File: src/rtl/softmax_ctrl.sv
// Softmax row sequencer: max scan, exp-sum, ln handshake, normalize pass.
// Drives an external exp unit and ln unit; the element buffer reads in 1 cycle.
module softmax_ctrl #(
  parameter int DATA_W  = 32,
  parameter int ADDR_W  = 8,
  parameter int EXP_LAT = 2
) (
  input  logic              clk,
  input  logic              rst,
  input  logic              start,
  input  logic [ADDR_W-1:0] len,
  output logic              rd_en,
  output logic [ADDR_W-1:0] rd_addr,
  input  logic [DATA_W-1:0] rd_data,
  output logic [DATA_W-1:0] xi,
  output logic [DATA_W-1:0] xmax,
  output logic [DATA_W-1:0] lnf,
  output logic              is_stage2,
  output logic              is_stage4,
  input  logic [DATA_W-1:0] exp_out,
  output logic              ln_req,
  output logic [DATA_W-1:0] ln_sum,
  input  logic              ln_ack,
  input  logic [DATA_W-1:0] ln_result,
  output logic              wr_en,
  output logic [ADDR_W-1:0] wr_addr,
  output logic [DATA_W-1:0] wr_data,
  output logic              busy,
  output logic              done
);

  typedef enum logic [2:0] {
    IDLE,
    MAX,
    EXP,
    LN,
    NORM,
    DONE
  } state_t;

  localparam logic [ADDR_W-1:0] ONE = ADDR_W'(1);

  state_t state;
  state_t nxt;

  logic [ADDR_W-1:0] len_q;
  logic [ADDR_W-1:0] addr;
  logic              all_rd;
  logic              rd_vld;
  logic              first;
  logic              rd_phase;
  logic              stage;
  logic              drain;
  logic              exp_vld;
  logic [EXP_LAT:0]  vsr;
  logic [ADDR_W-1:0] asr [EXP_LAT+1];
  logic [DATA_W-1:0] sum_q;
  logic [DATA_W-1:0] xmax_q;
  logic [DATA_W-1:0] lnf_q;
  logic [DATA_W-1:0] xi_q;
  logic [DATA_W:0]   sum_ext;

  assign stage   = is_stage2 | is_stage4;
  assign rd_en   = rd_phase & ~all_rd;
  assign rd_addr = addr;
  assign exp_vld = vsr[EXP_LAT];
  // Only the top stage may still hold a result: it retires this edge.
  assign drain   = all_rd & ~|vsr[EXP_LAT-1:0];
  assign sum_ext = {1'b0, sum_q} + {1'b0, exp_out};

  assign xi      = (stage & vsr[0]) ? rd_data : xi_q;
  assign xmax    = xmax_q;
  assign lnf     = lnf_q;
  assign ln_sum  = sum_q;
  assign wr_en   = is_stage4 & exp_vld;
  assign wr_data = wr_en ? exp_out : '0;
  assign wr_addr = wr_en ? asr[EXP_LAT] : '0;

  always_comb begin
    nxt       = state;
    rd_phase  = 1'b0;
    is_stage2 = 1'b0;
    is_stage4 = 1'b0;
    ln_req    = 1'b0;
    done      = 1'b0;
    busy      = 1'b1;
    unique case (state)
      IDLE: begin
        busy = 1'b0;
        if (start) begin
          nxt = (len == '0) ? DONE : MAX;
        end
      end
      MAX: begin
        rd_phase = 1'b1;
        if (all_rd && rd_vld) begin
          nxt = EXP;
        end
      end
      EXP: begin
        rd_phase  = 1'b1;
        is_stage2 = 1'b1;
        if (drain) begin
          nxt = LN;
        end
      end
      LN: begin
        ln_req = 1'b1;
        if (ln_ack) begin
          nxt = NORM;
        end
      end
      NORM: begin
        rd_phase  = 1'b1;
        is_stage4 = 1'b1;
        if (drain) begin
          nxt = DONE;
        end
      end
      DONE: begin
        done = 1'b1;
        nxt  = IDLE;
      end
      default: nxt = IDLE;
    endcase
  end

  always_ff @(posedge clk or negedge rst) begin
    if (!rst) begin
      state  <= IDLE;
      len_q  <= '0;
      addr   <= '0;
      all_rd <= 1'b0;
      rd_vld <= 1'b0;
      first  <= 1'b0;
      vsr    <= '0;
      sum_q  <= '0;
      xmax_q <= '0;
      lnf_q  <= '0;
      xi_q   <= '0;
      for (int i = 0; i <= EXP_LAT; i++) begin
        asr[i] <= '0;
      end
    end else begin
      state  <= nxt;
      rd_vld <= rd_en;
      vsr    <= {vsr[EXP_LAT-1:0], rd_en & stage};
      asr[0] <= addr;
      for (int i = 1; i <= EXP_LAT; i++) begin
        asr[i] <= asr[i-1];
      end
      // Every read pass restarts the address walk at 0.
      if (state != nxt) begin
        addr   <= '0;
        all_rd <= 1'b0;
      end else if (rd_en) begin
        if (addr == len_q - ONE) begin
          all_rd <= 1'b1;
        end else begin
          addr <= addr + ONE;
        end
      end
      if (state == IDLE && start) begin
        len_q <= len;
        sum_q <= '0;
        first <= 1'b1;
      end
      if (state == MAX && rd_vld) begin
        first <= 1'b0;
        if (first || $signed(rd_data) > $signed(xmax_q)) begin
          xmax_q <= rd_data;
        end
      end
      if (is_stage2 && exp_vld) begin
        sum_q <= sum_ext[DATA_W] ? '1 : sum_ext[DATA_W-1:0];
      end
      if (ln_req && ln_ack) begin
        lnf_q <= ln_result;
      end
      if (stage && vsr[0]) begin
        xi_q <= rd_data;
      end
    end
  end

endmodule

File: config.mk
export PLATFORM = sky130hd
export DESIGN_NAME = softmax_ctrl
export DESIGN_NICKNAME = d
export VERILOG_FILES = /design/src/rtl/softmax_ctrl.sv
export SDC_FILE = /design/constraint.sdc
export NUM_CORES = 1
export LEC_CHECK = 0
export BUFFER_PORTS_ARGS = -buffer_cell sky130_fd_sc_hd__buf_4
export CAP_MARGIN = 20
export CORE_MARGIN = 2
export CORE_UTILIZATION = 47
export DETAILED_ROUTE_END_ITERATION = 12
export GPL_TIMING_DRIVEN = 0
export PLACE_DENSITY = 0.84
export SYNTH_ARGS = -nofsm -noshare
export SYNTH_HDL_FRONTEND = slang
export SYNTH_SLANG_ARGS = --single-unit
File: constraint.sdc
create_clock -name clk -period 2.5 [get_ports clk]
set_input_delay 0.5 -clock clk [delete_from_list [all_inputs] [get_ports clk]]
set_output_delay 0.5 -clock clk [all_outputs]
set_load 0.01 [all_outputs]
==> metrics list <==
- The run finished, with violations left.
- The final reports fail on negative setup slack.
- Ports: 291
* Reg-to-reg critical path endpoint: xmax[14]
- Largest net degree at the start of global routing: 92
- CTS Buf Count: 17
* Layout cells sized above 1: between 50% and 60%
* Post-synthesis instance area: 0.00954 sq mm
- Area growth from synthesis to layout: 58.8%
- Yosys warning count: 0
- Area of the die: 0.0215 sq mm
- CTS Sinks: 177
- Crit path setup slack, layout: -0.259 ns
* Int Pwr: 8.94 mW
- Maximum achievable frequency: roughly 360 MHz
- Net Sw Frac: 35.8%
- Maximum fanout along the worst path: 5
- Port buffering added 290 buffers.
- The initial antenna violation count came to 1.
* CTS H-tree depth: 4
- Clock skew on the completed layout was measured at 0.0146 ns.
- Min-delay worst type: primary input to async pin
- Sequential fraction of the synthesis area: between 40 and 50%
* Number of pins with negative max-slew slack in the final report: 0
- Number of max-capacitance violations reported: 0
- Final cell utilization of the core: 75.4%
* Post-Synthesis Mean Instance Area: 11.1 sq um
- Counting every net in the synthesized netlist gives 1035.
- The initial utilization of the core area, before any placement, comes to 47.5%.
- Of the available clock period, the critical path in the final layout requires 110%.
* Worst setup path end: xmax[14]
- The most critical setup path has its startpoint at xmax[1].
- Number of distinct standard cells referenced by the synthesized netlist: 66
- In this run the cell area measured after placement is 0.0124 sq mm.
- Across the VDD grid, the largest voltage drop is 0.000617 V.
- At the end of routability-driven placement, the weighted congestion stood at 0.894.
* Worst setup slack before clock tree synthesis: -0.858 ns
* FF+latch count, synth: 177
* Slew @ Worst Pin: 0.657 ns
- Total core area: 0.0201 sq mm
* Max transition margin: approximately 56%
* Fin. Hold Viols: 0
* Final Power: 13.9 mW
* Avg Vias per Cell: 5.64
* Clock root buffer: clkbuf_16
- Worst-Skew Late Latency: 0.44 ns
* LEAKAGE: 7.53 nW
* TNS Setup: -14.44 ns
- Area taken by flip-flops and latches: 0.00443 sq mm
- Setup repair after global routing could not meet its margin everywhere.
* Final Cell Area: between 0.015 and 0.02 sq mm
- Violation count after the first detailed-routing iteration: roughly 500
- Clock-pin slew was measured on the worst setup and hold paths at 0.08 ns.
* Final global-route overflow total: 0
* Post-detailed-route count of antenna-violating nets: 0
- Antenna cells: 0
- Summed over all nets, the switching power comes to 4.98 mW.
- Reg power frac: 30.6%
- Row count: 52
- Worst-case reg-to-reg path depth: 13
* Buffer depth of the longest clock path: 2
- After clock tree synthesis, the flow added hold-fix buffers numbering 0.
* Global-route wire length before repair: 48.2 mm
- Final setup viols: 94
- The worst setup path is captured at a flip-flop.
* Number of enable flip-flop cells after synthesis: 0
* Iteration count of the initial detailed-routing pass: 7
* PwrDens: 918 mW/mm^2
- The number of global-route vias before repair came to approximately 9000.
- Post-synth top area cell: dfrtp_1
- TritonCTS clock tree: yes
- For this run, the total global-route usage over all layers was measured as about 28%.
- The share of total power dissipated in the clock network is 19.8%.
- The final route contains 8743 vias.
- Cells after Synth: 860
- WL final: 31.9 mm
- At the worst endpoint, the required time is around 2.8 ns.
- The worst setup path is launched from a flip-flop.
* Die Y-Extent: 147 um
- After synthesis, the share of flip-flops with an asynchronous set or reset is 100%.
- Area used by multi-input combinational logic: ~0.0059 sq mm
* Most instantiated flip-flop cell in the synthesis netlist: dfrtp_1
- By startpoint and endpoint, the worst setup path is classified as flip-flop to flip-flop.
- The share of total power dissipated in combinational logic is between 40% and 50%.
* DRC errors left: 0
* Slack of the worst reg-to-reg path: -0.26 ns
- For the finished layout, the period the worst path requires is 2.76 ns.
- The startpoint identified for the worst register-to-register timing path is xmax[1].
- Top post-synthesis cells by area: dfrtp_1, mux2_2, ha_1
- Top-area cell type share of the netlist area: 46.4%
- Detailed placement ended at an HPWL of 19.7 mm.
- Wire length per cell after detailed routing: between 20 and 25 um
* Number of fill cells in the layout: 1225
- At the end of the flow, the number of nets in the layout was 1442.
- The floorplan step set the die width to 147 um.
- Worst Path Arrival: between 3 and 4 ns
==> what timing repair did <==
action | in CTS | in global routing
resized for setup | 180 | 111
gates cloned | 7 | 3
setup buffers | 70 | 29
pin swaps | 45 | 53
setup endpoints to repair | 176 | 137
==> placed cells by master (no fill, tap or decap), types with 9 or more instances in the layout <==
master and n:
buf_4 318, dfrtp_1 175, a21oi_1 63, mux2_4 61
buf_6 60, inv_1 42, mux2_2 42, ha_1 39
nor2_1 32, nand2_1 30, and3_1 29, clkbuf_16 26
ha_4 25, a21o_1 24, xor2_1 22, xnor2_1 21
a31oi_4 18, o21ai_0 16, a21oi_2 16, and3_4 15
clkbuf_1 12, nand4_1 12, nand3_1 10, buf_12 9
==> critical path: stages (launching register included) <==
cell and delay, ns:
dfrtp_1 0.41, inv_2 0.08, ha_4 0.19, nor2b_4 0.12
o21a_1 0.19, o21ai_1 0.16, a21oi_1 0.09, o31a_1 0.32
o21ai_2 0.17, a21oi_2 0.09, o21ai_2 0.19, buf_6 0.19
buf_16 0.14, mux2_4 0.30
==> state kept, by name, summed over array words and instances (netlist names) <==
register	flops
xi_q	32
lnf	32
first	1
ln_sum	32
asr	24
len_q	8
rd_vld	1
all_rd	1
state	3
vsr	3
rd_addr	8
xmax	32
==> metal layers <==
metal	vias to the layer above	global-route usage, %	wire length, um
met5	-	0	13
met4	2	9.51	1260
met3	90	5.84	2040
met2	380	50.3	16400
met1	4363	34.0	12300
li1	3908	-	-
==> through the flow <==
stage	cells	hold WS (ns)
detailed placement	1421	0.335
floorplan	860	0.204
finish	1550	0.0241
global placement	1420	0.332
CTS	1527	0.0647
global route	1550	0.0877
==> final cells by class <==
type / count / area share (%)
multi-input cells: 600 / 39.0
plain buffers: 29 / 1.89
inverters: 49 / 1.21
well taps: 270 / 2.23
repair buffers: 393 / 22.5
clock buffers: 18 / 2.83
flip-flops and latches: 177 / 29.2
clock inverters: 14 / 1.10
==> power groups by stage <==
stage | Clock (mW) | Combinational [mW] | Sequential, mW
4_1_cts | 2.76 | 6.51 | 4.22
3_3_place_gp | 0 | 5.11 | 4.23
2_1_floorplan | 0 | 3.12 | 4.42
5_1_grt | 2.89 | 7.37 | 4.35
6_report | 2.75 | 6.90 | 4.27
3_5_place_dp | 0 | 5.30 | 4.28
==> synthesized netlist by cell type (all sizes together), types with 5 or more instances <==
cell type,number
clkbuf,24
nor3,5
nand3,13
and3,44
nor2b,7
mux2,103
or3,5
o21a,8
a21o,24
o21ai,31
a21oi,79
nor2,35
xnor2,23
dfrtp,177
nand4,12
buf,10
ha,66
nand2b,8
a31oi,26
inv,49
xor2,22
nand2,33
==> cells by family after synthesis <==
kind of cell	count (synthesis)	share of synthesized area, %
adder cells (fa/ha/maj)	67	8.86
flip-flops	177	46.4
multiplexers	104	12.3
AO/OA/AOI/OAI	203	14.6
buffers and inverters	83	3.49
XOR/XNOR	45	4.13
AND/OR/NAND/NOR	181	10.2
==> worst min path at each step <==
stage	endpoint	slack (ns)	cells after the start
detailed placement	asr[14]	0.33	0
global placement	asr[10]	0.33	0
floorplan	all_rd	0.20	0
finish	lnf[4]	0.02	1
global route	lnf[5]	0.09	1
CTS	lnf[4]	0.06	1
No activity file was read; power rests on OpenSTA's default activity.
